<file path="config.mk">
export PLATFORM = sky130hd
export DESIGN_NAME = pipe_ctrl
export DESIGN_NICKNAME = d
export VERILOG_FILES = /design/src/rtl/pipe_ctrl_pkg.sv /design/src/rtl/pipe_ctrl_hazard_cmp.sv /design/src/rtl/pipe_ctrl.sv
export SDC_FILE = /design/constraint.sdc
export NUM_CORES = 1
export LEC_CHECK = 0
export ABC_AREA = 0
export ABC_CLOCK_PERIOD_IN_PS = 3500
export CORE_MARGIN = 8
export CORE_UTILIZATION = 36
export CTS_CLUSTER_SIZE = 14
export DETAILED_ROUTE_END_ITERATION = 6
export GPL_TIMING_DRIVEN = 0
export PLACE_DENSITY = 0.85
export SYNTH_ARGS = -nofsm -noshare
export SYNTH_HDL_FRONTEND = slang
export SYNTH_HIERARCHICAL = 1
export SYNTH_SLANG_ARGS = --single-unit
</file>
<file path="constraint.sdc">
create_clock -name clk -period 3.5 [get_ports clk]
set_input_delay 0.7 -clock clk [delete_from_list [all_inputs] [get_ports clk]]
set_output_delay 0.7 -clock clk [all_outputs]
set_load 0.01 [all_outputs]
</file>
<file path="src/rtl/pipe_ctrl_pkg.sv">
// Shared constants and types for the pipeline sequencer: stage indices, FSM states, control patterns.
package pipe_ctrl_pkg;

    localparam int unsigned NUM_STG        = 5;
    localparam int unsigned REG_W          = 5;
    localparam int unsigned PERF_W         = 32;
    localparam int unsigned MDU_CYCLES_DEF = 8;
    localparam int unsigned CNT_W_DEF      = 8;

    localparam int unsigned STG_PC    = 0;
    localparam int unsigned STG_IFID  = 1;
    localparam int unsigned STG_IDEX  = 2;
    localparam int unsigned STG_EXMEM = 3;
    localparam int unsigned STG_MEMWB = 4;

    typedef enum logic [0:0] {
        RUN      = 1'b0,
        MDU_WAIT = 1'b1
    } state_e;

    typedef struct packed {
        logic [NUM_STG-1:0] stall;
        logic [NUM_STG-1:0] flush;
    } stage_ctrl_t;

    function automatic logic [NUM_STG-1:0] stg_bit(input int unsigned idx);
        return NUM_STG'(1) << idx;
    endfunction

    localparam stage_ctrl_t CTRL_IDLE     = '{stall: '0, flush: '0};
    localparam stage_ctrl_t CTRL_REDIRECT = '{stall: '0,
                                              flush: stg_bit(STG_IFID) | stg_bit(STG_IDEX)};
    localparam stage_ctrl_t CTRL_MDU_HOLD = '{stall: stg_bit(STG_PC) | stg_bit(STG_IFID) | stg_bit(STG_IDEX),
                                              flush: stg_bit(STG_EXMEM)};
    localparam stage_ctrl_t CTRL_LOAD_USE = '{stall: stg_bit(STG_PC) | stg_bit(STG_IFID),
                                              flush: stg_bit(STG_IDEX)};

endpackage

</file>
<file path="src/rtl/pipe_ctrl_hazard_cmp.sv">
// Combinational load-use comparator; also reusable by the forwarding unit.
module pipe_hazard_cmp
    import pipe_ctrl_pkg::*;
(
    input  logic             ex_mem_rd_i,
    input  logic [REG_W-1:0] ex_waddr_i,
    input  logic [REG_W-1:0] id_rs_i,
    input  logic [REG_W-1:0] id_rt_i,
    input  logic             id_rs_rd_i,
    input  logic             id_rt_rd_i,
    output logic             hazard_o
);

    logic rs_hit;
    logic rt_hit;

    assign rs_hit   = id_rs_rd_i && (id_rs_i == ex_waddr_i);
    assign rt_hit   = id_rt_rd_i && (id_rt_i == ex_waddr_i);
    assign hazard_o = ex_mem_rd_i && (ex_waddr_i != '0) && (rs_hit || rt_hit);

endmodule

</file>
<file path="src/rtl/pipe_ctrl.sv">
// Pipeline sequencer: Mealy stall/flush generation for redirects, load-use and multi-cycle MDU ops.
// Optional perf counters enabled by defining PIPE_CTRL_PERF_EN.
module pipe_ctrl
    import pipe_ctrl_pkg::*;
#(
    parameter int unsigned MDU_CYCLES = MDU_CYCLES_DEF,
    parameter int unsigned CNT_W      = CNT_W_DEF
) (
    input  logic               clk,
    input  logic               rst_n,
    input  logic               ex_mem_rd,
    input  logic [REG_W-1:0]   ex_waddr,
    input  logic [REG_W-1:0]   id_rs,
    input  logic [REG_W-1:0]   id_rt,
    input  logic               id_rs_rd,
    input  logic               id_rt_rd,
    input  logic               ex_to_pc,
    input  logic               ex_mdu_start,
    output logic [NUM_STG-1:0] stall,
    output logic [NUM_STG-1:0] flush,
    output logic               mdu_busy,
    output logic               mdu_done,
    output logic [PERF_W-1:0]  perf_stall_cnt,
    output logic [PERF_W-1:0]  perf_flush_cnt
);

    state_e            state_q, state_d;
    logic [CNT_W-1:0]  cnt_q, cnt_d;
    stage_ctrl_t       ctrl;
    logic              busy_c;
    logic              done_c;
    logic              load_use;

    pipe_hazard_cmp u_hazard_cmp (
        .ex_mem_rd_i (ex_mem_rd),
        .ex_waddr_i  (ex_waddr),
        .id_rs_i     (id_rs),
        .id_rt_i     (id_rt),
        .id_rs_rd_i  (id_rs_rd),
        .id_rt_rd_i  (id_rt_rd),
        .hazard_o    (load_use)
    );

    always_ff @(posedge clk or negedge rst_n) begin
        if (!rst_n) begin
            state_q <= RUN;
            cnt_q   <= '0;
        end else begin
            state_q <= state_d;
            cnt_q   <= cnt_d;
        end
    end

    always_comb begin
        state_d = state_q;
        cnt_d   = cnt_q;
        ctrl    = CTRL_IDLE;
        busy_c  = 1'b0;
        done_c  = 1'b0;
        unique case (state_q)
            RUN: begin
                // Redirect squashes the wrong-path ID instruction, so its hazard is moot.
                if (ex_to_pc) begin
                    ctrl = CTRL_REDIRECT;
                end else if (ex_mdu_start) begin
                    ctrl    = CTRL_MDU_HOLD;
                    busy_c  = 1'b1;
                    cnt_d   = CNT_W'(MDU_CYCLES - 2);
                    state_d = MDU_WAIT;
                end else if (load_use) begin
                    ctrl = CTRL_LOAD_USE;
                end
            end
            MDU_WAIT: begin
                busy_c = 1'b1;
                if (cnt_q != '0) begin
                    ctrl  = CTRL_MDU_HOLD;
                    cnt_d = cnt_q - CNT_W'(1);
                end else begin
                    done_c  = 1'b1;
                    state_d = RUN;
                end
            end
            default: state_d = RUN;
        endcase
    end

    // Outputs forced quiet while reset is held, regardless of input activity.
    assign stall    = rst_n ? ctrl.stall : '0;
    assign flush    = rst_n ? ctrl.flush : '0;
    assign mdu_busy = rst_n && busy_c;
    assign mdu_done = rst_n && done_c;

`ifdef PIPE_CTRL_PERF_EN
    logic [PERF_W-1:0] perf_stall_q;
    logic [PERF_W-1:0] perf_flush_q;
    logic              redirect_c;

    assign redirect_c = (state_q == RUN) && ex_to_pc;

    always_ff @(posedge clk or negedge rst_n) begin
        if (!rst_n) begin
            perf_stall_q <= '0;
            perf_flush_q <= '0;
        end else begin
            if (stall[STG_PC] && (perf_stall_q != '1)) begin
                perf_stall_q <= perf_stall_q + PERF_W'(1);
            end
            if (redirect_c && (perf_flush_q != '1)) begin
                perf_flush_q <= perf_flush_q + PERF_W'(1);
            end
        end
    end

    assign perf_stall_cnt = perf_stall_q;
    assign perf_flush_cnt = perf_flush_q;
`else
    assign perf_stall_cnt = '0;
    assign perf_flush_cnt = '0;
`endif

`ifndef SYNTHESIS
    a_no_redirect_with_mdu: assert property (@(posedge clk) disable iff (!rst_n)
        !(ex_to_pc && ex_mdu_start))
        else $error("pipe_ctrl: ex_to_pc and ex_mdu_start asserted together");
`endif

endmodule

</file>
==> results of run 1 <==
where the power goes:
group,total (uW),internal (uW),switching (uW)
Sequential,224,156,68.0
Combinational,472,244,228
Clock,80.5,43.9,36.6
layer usage:
| layer | GRT usage [%] | wire, microns | vias to the layer above |
|---|---|---|---|
| li1 | - | - | 557 |
| met1 | 9.81 | 1030 | 436 |
| met5 | 0 | 0 | - |
| met3 | 2.66 | 333 | 2 |
| met2 | 19.6 | 1700 | 48 |
| met4 | 1.96 | 29 | 0 |
cells by family (layout without fill, tap and decap cells):
logic type                 count (synthesis)  in the layout  synth area share, %
AOI/OAI and AO/OA                         15             15                 9.50
xor gates and xnor gates                  10             10                 7.08
adders and majority gates                  1              1                 1.01
buffers and inverters                     77            110                 45.2
DFF                                        9              9                 18.2
muxes                                      4              4                 3.24
other                                      1             68                0.303
and+or+nand+nor                           31             31                 15.5
worst max-delay path, delay by kind of cell:
kind,cells,cell delay (ns)
buffers and inverters,4,1.35
AND/OR/NAND/NOR,1,0.44
AO/OA/AOI/OAI,1,0.19
metrics by stage:
step	setup TNS [ns]	hold slack, ns	area, sq um	utilization, %	std cells
2_1_floorplan	0	0.404	1490	-	215
3_3_place_gp	-0.104	0.495	1840	55.5	290
3_5_place_dp	-0.264	0.505	1840	55.5	290
4_1_cts	0	0.515	1860	56.3	294
5_1_grt	0	0.556	1870	56.4	294
6_report	0	0.525	1870	56.4	294
final cells by class:
| class | instances | share of cell area, % |
|---|---|---|
| repair buffers | 29 | 15.3 |
| flip-flops and latches | 9 | 12.1 |
| plain buffers | 72 | 29.0 |
| well taps | 46 | 3.08 |
| multi-input cells | 129 | 38.1 |
| clock buffers | 4 | 1.41 |
| inverters | 5 | 1.01 |
synthesized netlist by cell type, types with 2 or more instances:
| cell | count |
|---|---|
| a21oi_1 | 7 |
| buf_4 | 70 |
| dfrtp_1 | 9 |
| inv_1 | 5 |
| mux2i_1 | 4 |
| nand2_1 | 6 |
| nand3_1 | 3 |
| nor2_1 | 6 |
| nor3_1 | 2 |
| nor3b_1 | 2 |
| nor4_1 | 3 |
| o31ai_1 | 3 |
| or3_1 | 2 |
| xnor2_1 | 2 |
| xor2_1 | 8 |
final timing paths:
check	from	end	cells past startpoint
max in group asynchronous	rst_n	cnt_q[3]	1
max	ex_mdu_start	stall[2]	6
min	cnt_q[0]	cnt_q[0]	1
min in group asynchronous	rst_n	cnt_q[2]	1
max reg2reg	cnt_q[4]	cnt_q[0]	3
min reg2reg	cnt_q[0]	cnt_q[0]	1
flip-flops by register name (all words and copies together) (netlist names):
register and cells:
state_q 1, cnt_q 8
what timing repair did:
| action | 4_1_cts | 5_1_grt |
|---|---|---|
| resized for setup | 3 | 4 |
| buffers inserted | 0 | 0 |
| setup endpoints to repair | 3 | 3 |
| pin swaps | 1 | 4 |
==> results.yml, run 1 <==
status:
  outcome: "completed"
finish:
  drive_gt1_share_pct: 33.5
  seqCellArea_sq_um: 225
  area_delta_synth_final_pct: 50.9
  num_antenna_cells: 0
  final_nets: 272
  multi_input_area_sq_um: 712
  mostFrequentLayoutCells: "70 x buf_4, 68 x conb_1, 26 x clkdlybuf4s50_1"
  layout_commonest_cell: "buf_4"
  fillers: 321
routing:
  wl_microns: 3090
  viasPerCell: 3.55
  vias: 1043
  wl_per_cell_microns: 10.5
  ant_nets: 0
  dr.pass1.iters: 4
  drt_iter0_markers: 51
  drcViolationCount: 0
logic_synthesis:
  ys_async_sr_fraction_pct: 100
  synth_top_area_cell: "buf_4"
  synthesis.area_sq_um: 1240
  ys_types: 31
  ys.flop_type: "dfrtp_1"
  synthCells: 148
  synth_warnings: 6
  avgSynthCellArea_sq_um: 8.36
  synth-edff-count: 0
  yosysTopAreaCellShare_pct: 42.5
  ys_seq_elements: 9
  synth_area_leaders: "buf_4 42%, dfrtp_1 18%, xor2_1 5.7%"
  yosysSeqAreaShare_pct: 18.2
global_route:
  grt.total_usage_pct: 9.84
  grt_pass1_wl_microns: 4400
  grt_max_degree: 12
  grt_pass1_vias: 961
  grt-ovfl-total: 0
  antenna_found_initial: 0
place:
  dpl.hpwl_microns: 2770
  gp_congestion: 0.777
  port_buffers: 29
  dp_slack_ns: -0.172
critical_path:
  endpoint_kind: "primary output"
  cp_slowest_cell: "clkdlybuf4s50_1"
  critPathMaxFanout: 6
  crit_arrival_ns: 2.69
  crit_required_ns: 2.80
  cp-start-kind: "input pin"
  critical_path.most_common_cell: "clkdlybuf4s50_1"
  path_cells: "clkdlybuf4s50_1 -> or3b_2 -> clkbuf_1 -> a21oi_2 -> buf_4 -> clkdlybuf4s50_1"
  rrSetupSlack_ns: 1.76
  slowest_delay_ns: 0.53
  worstSetupPathType: "input pin to primary output"
power:
  finalPower_uw: 776
  ir_drop_v: 0.000185
  leakagePower_uw: 0.00104
  power_density_nw_per_um2: 416
cts:
  cts_tree: "built"
  clock_path_buffers: 2
  insertion_delay_ns: 0.25
  clk_root_buffer_cell: "clkbuf_4"
  cts.htree.levels: 1
  holdBufCountCts: 0
  cts_buffers: 3
  clock-sinks: 9
  path_clk_slew_ns: 0.07
timing:
  rsz0062_at_grt: "false"
  final.setup_skew_ns: 0.00159
  finalCritPeriodShare_pct: 96.9
  setup_violations: 0
  drv_slew: 0
  tightest_slew_ns: 0.568
  min_period_ns: 3.39
  setup_ws_ns: 0.109
  fmax_mhz: 295
  slew_headroom_pct: 62.1
  hold_violations: 0
run:
  drv_cap: 0
floorplanning:
  fp.dieH_microns: 74.6
  coreArea_sq_um: 3310
  die_w_microns: 74.6
  die_area_sq_um: 5570
  top_level_ports: 98
  initial_core_util_pct: 37.4
  rows: 21
min_path:
  worstHoldPathType: "flop to flop"
No activity file was read; power rests on OpenSTA's default activity.
==> run 2, diff against run 1 <==
--- a/config.mk
+++ b/config.mk
@@ -8,3 +8,3 @@
 export ABC_AREA = 0
-export ABC_CLOCK_PERIOD_IN_PS = 3500
+export ABC_CLOCK_PERIOD_IN_PS = 4350
 export CORE_MARGIN = 8
==> constraint.sdc (replaced) <==
create_clock -name clk -period 4.35 [get_ports clk]
set_input_delay 0.87 -clock clk [delete_from_list [all_inputs] [get_ports clk]]
set_output_delay 0.87 -clock clk [all_outputs]
set_load 0.02 [all_outputs]
==> run 2 against run 1 <==
- power down 14%
- combinational power down 10%
- critical path depth grew 3
- sequential power decreased by 20%
- register-to-register slack better by 0.85 ns
- count of clock-buffer cells in the layout stayed put
- flip-flop and latch count stayed put
- core utilization shrank 0.11 points
==> results.yml, run 2 (same netlist as run 1, synthesis figures left out) <==
status:
  outcome: "completed"
timing:
  slew_headroom_pct: 62.5
  fin_tns_setup_ns: 0
  setup_ws_ns: 0.244
  drv_slew: 0
  tightest_slew_ns: 0.561
  min_period_ns: 4.11
  fmax_mhz: 244
  hold_violations: 0
  rsz0062_at_grt: "false"
  final.setup_skew_ns: 0.00282
  finalCritPeriodShare_pct: 94.4
  setup_violations: 0
floorplanning:
  initial_core_util_pct: 37.4
  die_w_microns: 74.6
  rows: 21
  coreArea_sq_um: 3310
  fp.dieH_microns: 74.6
  top_level_ports: 98
  die_area_sq_um: 5570
critical_path:
  worstSetupPathType: "input pin to primary output"
  slowest_delay_ns: 0.61
  crit_arrival_ns: 3.24
  path_cells: "clkdlybuf4s50_1 -> xor2_1 -> nor4_2 -> nand3_1 -> a21oi_1 -> o21ai_0 -> a21oi_1 -> buf_4 -> clkdlybuf4s50_1"
  critPathMaxFanout: 3
  cp_slowest_cell: "clkdlybuf4s50_1"
  endpoint_kind: "primary output"
  crit_required_ns: 3.48
  cp-start-kind: "input pin"
place:
  dp_cells: 290
  dpl.hpwl_microns: 2770
  port_buffers: 29
  dp_slack_ns: 0.270
  gp_congestion: 0.777
cts:
  path_clk_slew_ns: 0.07
  clock_path_buffers: 2
  clk_root_buffer_cell: "clkbuf_4"
  clock-sinks: 9
  cts_buffers: 3
  cts_resized: 0
  holdBufCountCts: 0
  cts_setup_buffers: 0
  insertion_delay_ns: 0.25
  cts.htree.levels: 1
  cts_tree: "built"
finish:
  largest_register: "cnt_q"
  final_nets: 272
  layout_commonest_cell: "buf_4"
  fillers: 324
  mostFrequentLayoutCells: "70 x buf_4, 68 x conb_1, 29 x clkdlybuf4s50_1"
  num_antenna_cells: 0
  area_delta_synth_final_pct: 50.6
  reg_top3: "cnt_q: 8 flops, state_q: 1 flops"
  largest_register_ffs: 8
  drive_gt1_share_pct: 32.3
  stdcell_count: 294
global_route:
  grt.total_usage_pct: 9.87
  antenna_found_initial: 0
  grt-ovfl-total: 0
  grt_pass1_vias: 965
  grt_max_degree: 12
  grt_pass1_wl_microns: 4420
routing:
  ant_nets: 0
  dr.pass1.iters: 4
  wl_per_cell_microns: 10.5
  drt_iter0_markers: 66
  viasPerCell: 3.58
  wl_microns: 3090
  vias: 1053
  drcViolationCount: 0
min_path:
  worstHoldPathType: "flop to flop"
power:
  ir_drop_v: 0.000150
  finalPower_uw: 669
  power_density_nw_per_um2: 359
  leakagePower_uw: 0.00102
run:
  drv_cap: 0
[run 2: cell types whose count changed in the layout (fill, tap and decap cells not counted), sizes merged]
cell	change
clkdlybuf4s50	+3
clkbuf	-1
dlygate4sd2	-1
dlymetal6s2s	-1
[run 2: final timing paths]
path	slack, ns	endpoint	depth (start not counted)	start
min in group asynchronous	0.94	state_q	1	rst_n
max in group asynchronous	3.09	cnt_q[3]	1	rst_n
hold reg to reg	0.52	cnt_q[0]	1	cnt_q[0]
setup reg to reg	2.61	cnt_q[7]	3	cnt_q[2]
setup / recovery	0.24	stall[1]	9	ex_waddr[0]
hold / removal	0.52	cnt_q[0]	1	cnt_q[0]
[run 2: where the power goes]
group	internal (uW)	leakage, uW	switching, uW	total, uW
sequential	125	0.000110	55.2	180
clock	35.3	0.0000150	29.5	64.8
combinational	203	0.000891	221	424
[run 2: worst max-delay path, delay by kind of cell]
family / cells / cell delay (ns)
buffers and inverters: 3 / 1.22
AOI/OAI and AO/OA: 3 / 0.54
and+or+nand+nor: 2 / 0.40
xor gates and xnor gates: 1 / 0.21
[run 2: per-layer routing]
layer | vias up | GRT usage (%) | part of all wire (%) | wire (microns)
met3 | 2 | 2.66 | 11 | 349
li1 | 558 | - | - | -
met1 | 440 | 9.89 | 32 | 993
met4 | 0 | 1.96 | 0.91 | 28
met5 | - | 0 | 0 | 0
met2 | 53 | 19.6 | 56 | 1720
[run 2: stage by stage]
step                      hold slack, ns  utilization, %  cell area, sq um
after floorplan                    0.468               -              1490
after global placement             0.495            55.5              1840
after detailed placement           0.505            55.5              1840
after CTS                          0.515            56.3              1860
after global routing               0.556            56.3              1860
final                              0.523            56.3              1860
[run 2: layout make-up]
| cell class | instances | area [sq um] | area share (%) |
|---|---|---|---|
| clock buffer | 4 | 26.3 | 1.41 |
| inverter | 5 | 18.8 | 1.01 |
| timing repair buffer | 29 | 290 | 15.6 |
| tap | 46 | 57.6 | 3.09 |
| sequential | 9 | 225 | 12.1 |
| buffer | 72 | 541 | 29.0 |
| multi-input combinational | 129 | 704 | 37.8 |
